## src/rtl/bcd_scan_counter.sv

```systemverilog
// rtl/bcd_scan_counter.sv - multi-digit BCD up/down counter with one-hot digit scanner
module bcd_scan_counter #(
    parameter int DIGITS   = 4,
    parameter int SCAN_DIV = 4
) (
    input  logic                  clk,
    input  logic                  rst,
    input  logic                  en,
    input  logic                  up,
    input  logic                  load,
    input  logic [4*DIGITS-1:0]   load_val,
    output logic [4*DIGITS-1:0]   count,
    output logic                  wrap,
    output logic                  load_err,
    output logic [DIGITS-1:0]     scan_sel,
    output logic [3:0]            scan_digit
);

    localparam int IW = (DIGITS > 1) ? $clog2(DIGITS) : 1;
    localparam int PW = (SCAN_DIV > 1) ? $clog2(SCAN_DIV) : 1;

    logic [4*DIGITS-1:0] r_count;
    logic                r_wrap;
    logic                r_load_err;
    logic [PW-1:0]       r_pre;
    logic [IW-1:0]       r_idx;

    logic [4*DIGITS-1:0] w_step_val;
    logic                w_step_wrap;
    logic [4*DIGITS-1:0] w_load_fix;
    logic                w_load_bad;
    logic                w_slot_end;
    logic [DIGITS-1:0]   w_sel;
    logic [3:0]          w_digit;

    // Ripple the borrow/carry through the digits; a carry out of the MSD is a rollover.
    always_comb begin : step_logic
        logic       carry;
        logic [3:0] d;
        w_step_val = r_count;
        carry      = 1'b1;
        d          = 4'd0;
        for (int i = 0; i < DIGITS; i++) begin
            d = r_count[4*i +: 4];
            if (carry) begin
                if (up) begin
                    if (d >= 4'd9) begin
                        w_step_val[4*i +: 4] = 4'd0;
                    end else begin
                        w_step_val[4*i +: 4] = d + 4'd1;
                        carry                = 1'b0;
                    end
                end else begin
                    if (d == 4'd0) begin
                        w_step_val[4*i +: 4] = 4'd9;
                    end else begin
                        w_step_val[4*i +: 4] = d - 4'd1;
                        carry                = 1'b0;
                    end
                end
            end
        end
        w_step_wrap = carry;
    end

    always_comb begin : load_logic
        w_load_fix = load_val;
        w_load_bad = 1'b0;
        for (int i = 0; i < DIGITS; i++) begin
            if (load_val[4*i +: 4] > 4'd9) begin
                w_load_fix[4*i +: 4] = 4'd0;
                w_load_bad           = 1'b1;
            end
        end
    end

    assign w_slot_end = (r_pre == PW'(SCAN_DIV - 1));

    always_ff @(posedge clk) begin
        if (rst) begin
            r_count    <= '0;
            r_wrap     <= 1'b0;
            r_load_err <= 1'b0;
            r_pre      <= '0;
            r_idx      <= '0;
        end else begin
            // Scanner free-runs regardless of load/enable.
            if (w_slot_end) begin
                r_pre <= '0;
                r_idx <= (r_idx == IW'(DIGITS - 1)) ? '0 : r_idx + 1'b1;
            end else begin
                r_pre <= r_pre + 1'b1;
            end

            if (load) begin
                r_count    <= w_load_fix;
                r_load_err <= w_load_bad;
                r_wrap     <= 1'b0;
            end else if (en) begin
                r_count    <= w_step_val;
                r_wrap     <= w_step_wrap;
                r_load_err <= 1'b0;
            end else begin
                r_wrap     <= 1'b0;
                r_load_err <= 1'b0;
            end
        end
    end

    always_comb begin : scan_logic
        w_sel   = '0;
        w_digit = 4'd0;
        for (int i = 0; i < DIGITS; i++) begin
            w_sel[i] = (r_idx == IW'(i));
            if (r_idx == IW'(i)) begin
                w_digit = r_count[4*i +: 4];
            end
        end
    end

    assign count      = r_count;
    assign wrap       = r_wrap;
    assign load_err   = r_load_err;
    assign scan_sel   = w_sel;
    assign scan_digit = w_digit;

endmodule
```

## config.mk

```make
export PLATFORM = sky130hd
export DESIGN_NAME = bcd_scan_counter
export DESIGN_NICKNAME = d
export VERILOG_FILES = /design/src/rtl/bcd_scan_counter.sv
export SDC_FILE = /design/constraint.sdc
export NUM_CORES = 1
export LEC_CHECK = 0
export ABC_AREA = 1
export BUFFER_PORTS_ARGS = -buffer_cell sky130_fd_sc_hd__buf_2
export CAP_MARGIN = 20
export CORE_MARGIN = 2
export CORE_UTILIZATION = 30
export DETAILED_ROUTE_END_ITERATION = 12
export PLACE_DENSITY = 0.53
export SLEW_MARGIN = 20
export SYNTH_ARGS = -nofsm -noshare
export SYNTH_HDL_FRONTEND = slang
export SYNTH_SLANG_ARGS = --single-unit
```

## constraint.sdc

```tcl
create_clock -name clk -period 1.7 [get_ports clk]
set_input_delay 0.255 -clock clk [delete_from_list [all_inputs] [get_ports clk]]
set_output_delay 0.255 -clock clk [all_outputs]
set_load 0.01 [all_outputs]
```

## After elaboration in Yosys (flattened, before gate mapping)

Index checks and enable logic that the tools add are counted.
Widths: inputs -> output; s select.

- Bits in latches: 0
- Bits in read-only memories: 0
- RAM bits: 0
- Bits of input ports: 21
- Word-level logic and storage cells: 92
- Output and inout port bits: 26
- Bits in registers: 22
- Memories kept: 0

- Muxes and demuxes: 44
- Reduce and logical (&&, ||, !) cells: 15
- Bitwise logic cells: 3
- Div/mod/pow operators: 0
- Multipliers: 0
- Equality and inequality tests: 4
- Add/subtract/negate cells: 10
- Shifts and indexed selects: 0
- Magnitude comparators: 8

Operator list:

| cell | number |
|---|---|
| $mux 4 | 23 |
| $mux 16 | 2 |
| $mux 1 | 18 |
| $add 4x1->4 const B | 4 |
| $ge 4x4->1 const B | 4 |
| $gt 4x4->1 const B | 4 |
| $logic_not 4->1 | 4 |
| $sub 4x1->4 const B | 4 |
| $reduce_bool 2->1 | 4 |
| $eq 2x2->1 const B | 3 |
| $reduce_and 2->1 | 3 |
| $add 2x1->2 const B | 2 |
| $reduce_or 2->1 | 2 |
| $reduce_or 4->1 | 1 |
| $not 1->1 | 3 |
| $eq 2x1->1 const B | 1 |
| $logic_not 2->1 | 1 |
| $mux 2 | 1 |

## Logic depth before layout (Yosys ltp)

- Depth in word-level cells: 8
- Gate-level depth with buffers: 13
- Gate-level depth less buffers: 13

## Least setup slack after synthesis

No wires, ideal clock.

- Path kind: register to register
- From: register r_count[8] (netlist: count[8])
- To: register r_count[15] (netlist: count[15])
- Buffers on the path: 0
- Library setup time: 0.113 ns
- Slack: 0.045 ns
- Arrival: 1.542 ns
- Stages on the path, launching flop included: 11
- Period minus slack after synthesis: 1.655 ns
- Required time: 1.587 ns
- Cell sequence: dfxtp_1 inv_1 ha_1 nand3_1 nand2_1 nand2_1 nand3_2 nor2_4 nor2_2 nor2_1 nor2_1

- Word-level cells in the longest chain between the ends: 6
- Elaborated cells between the ends (all ways): 8
- Classes of those cells: order compare: 1; mux: 4; reduce/logical: 3

RTL lines:

| item | RTL line | source |
|---|---|---|
| from (decl) | 22 | `logic [4*DIGITS-1:0] r_count;` |
| from (signal assigned) | 96 | `r_count <= w_load_fix;` |
| from (signal assigned) | 100 | `r_count <= w_step_val;` |
| $ge 4x4->1 or $logic_not 4->1 (tied branches) | 47, 54 |  |
| $mux 1, on equally long branches | 47, 54 |  |
| $mux 1 * | 46 | `if (up) begin` |
| $mux 1 * | 45 | `if (carry) begin` |
| $reduce_bool 2->1 (no line) * | -- |  |
| $reduce_and 2->1 (no line) * | -- |  |

Every way passes the cells marked *; elsewhere a longest branch is shown, timed or not.
A chain may end at the register's enable or synchronous reset.

## Worst setup path after layout

- From: register r_idx[1]
- To: output port scan_digit[3]

- Word-level cells in the longest chain between the ends: 5
- Elaborated cells between the ends (all ways): 8
- Classes of those cells: eq/ne: 3; mux: 4; reduce/logical: 1

RTL lines:

| item | RTL line | source |
|---|---|---|
| from (decl) | 26 | `logic [IW-1:0] r_idx;` |
| from (signal assigned) | 90 | `r_idx <= (r_idx == IW'(DIGITS - 1)) ? '0 : r_idx + 1'b1;` |
| $logic_not 2->1 | 115 | `if (r_idx == IW'(i)) begin` |
| $mux 4 (3 in series) | 115 |  |
| $mux 4 * | 115 |  |
| to (decl) | 16 | `output logic [3:0] scan_digit` |

Marked as above.

==> results.tsv <==
metric	value	unit
setup.worst_path.end_class	output port	
regToRegSetupSlack	0.15	ns
synth_ff_type	sky130_fd_sc_hd__dfxtp_1	
hold-path-cell-count	3	
syn_area	2060	um2
power.density	661	nW/um2
fp.coreArea	6720	um2
async_flop_share	0	%
max-clock-path-buffers	2	
biggest_area_contributors_in_the_synthesized_netlist	sky130_fd_sc_hd__dfxtp_1, sky130_fd_sc_hd__nand2_1, sky130_fd_sc_hd__ha_1	
setup_tns	-0.0487	ns
slew_violations	0	
clk_latency	0.27	ns
cts_max_level	1	
synthDistinctLibCells	30	
port_buffers	46	
post_drt_via_cell_ratio	4.82	
power.share.clock	21.8	%
grt_pass1_wl	9.94	mm
largest_net_degree_at_the_start_of_global_routing	17	
hold_class	in -> reg	
worst-path-max-fanout	8	
drtAntennaViolNets	0	
total_switching_power	0.697	mW
yosys.cell_count.top_type	sky130_fd_sc_hd__nand2_1	
start_util	30.6	%
cp_data_arrival_time	1.47	ns
grt_setup_unrepaired	true	
hold-worst-slack	0.306	ns
grt_residual_overflow	0	
critical_path.slowest_cell	sky130_fd_sc_hd__dfxtp_2	
power.combinational.fraction	44.2	%
hold_viol	0	
fmax	0.579	GHz
hpwl	4.72	mm
failing_checks	setup timing	
drcViolationCount	0	
finalNonFillerCells	478	
drt_first_pass_iters	4	
antennaDiodeCount	0	
placed_cells_incl_taps	469	
synth_common_cells	sky130_fd_sc_hd__nand2_1, sky130_fd_sc_hd__inv_1, sky130_fd_sc_hd__nand3_1, sky130_fd_sc_hd__nor2_1, sky130_fd_sc_hd__o21ai_0	
final_cell_area	2730	um2
postLayoutSetupSlackWorst	-0.0257	ns
area_growth	32.7	%
cts_buffers	3	
layout_min_cycle_time	1.73	ns
postSynthCellCount	334	
ctsRootBufferMaster	sky130_fd_sc_hd__clkbuf_8	
tritoncts	done	
fin_crit_sh	102	%
route.vias.total	2306	
cts_hold_buffers	0	
wl_per_cell	12.7	um
global_router_s_overall_resource_usage	16.5	%
critPathKind	reg -> out	
core.rowCount	30	
layout_cells_sized_above_1	31.2	%
vdd_drop_max	318	uV
max_stage_delay	0.37	ns
intPower	1.10	mW
grt_pass1_vias	2141	
dr.first_iter.drc_count	108	
cts.sinks	22	
post_dp_cell_area	2480	um2
relSlewSlack	69.5	%
final_nets	438	
register_bit_total_from_synthesis	22	
die_width	86.8	um
number_of_antenna_violations_at_the_first_check_in_global_routing	0	
synth_top_area_share	21.4	%
die_height	86.8	um
run_status	finished, violations left	
synth_fp_nets	373	
syn_avg_cell_area	6.15	um2
worstPathRequired	1.44	ns
max_cap_violations	0	
postRouteWirelength	6.07	mm
ys_warn_count	0	
die_area	7530	um2
fin_worst_skew	0.00596	ns
clk_transition_reported_paths	0.09	ns
p_sw_share	38.7	%
critical_path.cell_chain	inv_4, ha_4, inv_8, nand3_1, o21ai_1, nand2_1, a22oi_2, buf_2	
worst_r2r_path_depth	12	
place_congestion	0.848	
synth.largest_area_cell	sky130_fd_sc_hd__dfxtp_1	
timing.critical_path.from_type	flop	
power_frac_seq	34.0	%
max_slew.worst_pin.slew	0.452	ns
pre_cts_ws	0.0192	ns
num_io_pins	47	
p_leak	1.35	nW
timing.final.setup_violations	3	
ys_seq_area_share	21.4	%
number_of_enable_flip_flop_cells_after_synthesis	0	
registers in the layout, summed over array words and instances, names as in the netlist:
signal    cells
wrap          1
r_pre         2
count        16
load_err      1
r_idx         2
worst max-delay path, delay by kind of cell, from the launching register on:
kind / cells / cell delay, ns
AND/OR/NAND/NOR: 2 / 0.16
adder cells (fa/ha/maj): 1 / 0.18
flip-flops: 1 / 0.37
buffers and inverters: 3 / 0.29
AO/OA/AOI/OAI: 2 / 0.22
timing repair:
action,in CTS,in global routing
pin swaps,6,7
endpoints found under the setup margin,4,16
buffers inserted,1,4
gates resized for setup,26,23
final cells by class:
cell class	instances	area, um2
clock buffers	4	55.1
fillers	726	3990
inverters	43	174
multi-input cells	258	1530
flip-flops and latches	22	449
well taps	80	100
repair buffers	71	418
metal layers:
metal / part of all wire (%) / track usage, % / wire length [um]
met1: 47 / 21.8 / 2880
met2: 47 / 28.4 / 2880
met3: 3.0 / 1.52 / 180
met4: 2.1 / 4.69 / 126
met5: 0 / 0 / 0
through the flow:
stage / utilization [%] / total power, mW
floorplan: - / 1.08
global placement: 37.0 / 1.33
detailed placement: 37.0 / 1.33
CTS: 39.0 / 1.77
global route: 40.6 / 1.95
finish: 40.6 / 1.80
path summary, 6_finish.rpt:
path	start	to
max	r_idx[1]$_SDFFE_PP0P_	scan_digit[3]
min	load_val[1]	count[1]$_SDFFE_PP0P_
max reg2reg	count[4]$_SDFFE_PP0P_	count[15]$_SDFFE_PP0P_
min reg2reg	r_pre[0]$_SDFF_PP0_	r_pre[0]$_SDFF_PP0_
kinds of logic after synthesis:
kind of cell,synth area share (%)
DFF,21.4
and+or+nand+nor,35.9
AOI/OAI and AO/OA,17.5
buffers and inverters,10.4
xor gates and xnor gates,3.83
adders and majority gates,11.0
layout by cell type, fill, tap and decap left out, types with 5 or more instances in the layout:
master                    instances
sky130_fd_sc_hd__nand2_1         76
sky130_fd_sc_hd__buf_2           46
sky130_fd_sc_hd__nand3_1         33
sky130_fd_sc_hd__nor2_1          32
sky130_fd_sc_hd__inv_1           30
sky130_fd_sc_hd__a21oi_1         25
sky130_fd_sc_hd__buf_4           25
sky130_fd_sc_hd__o21ai_0         22
sky130_fd_sc_hd__dfxtp_1         17
sky130_fd_sc_hd__ha_1            12
sky130_fd_sc_hd__inv_2            9
sky130_fd_sc_hd__nand2_2          7
sky130_fd_sc_hd__xor2_1           6
sky130_fd_sc_hd__nor3_1           5
sky130_fd_sc_hd__ha_4             5
power groups by stage:
stage | Clock (mW) | Combinational (mW) | Sequential (mW)
after CTS | 0.412 | 0.748 | 0.606
final | 0.394 | 0.796 | 0.612
after floorplan | 0 | 0.444 | 0.637
after detailed placement | 0 | 0.714 | 0.617
after global placement | 0 | 0.716 | 0.616
after global routing | 0.436 | 0.898 | 0.620
Note: power is estimated with default switching activity, not from simulation.
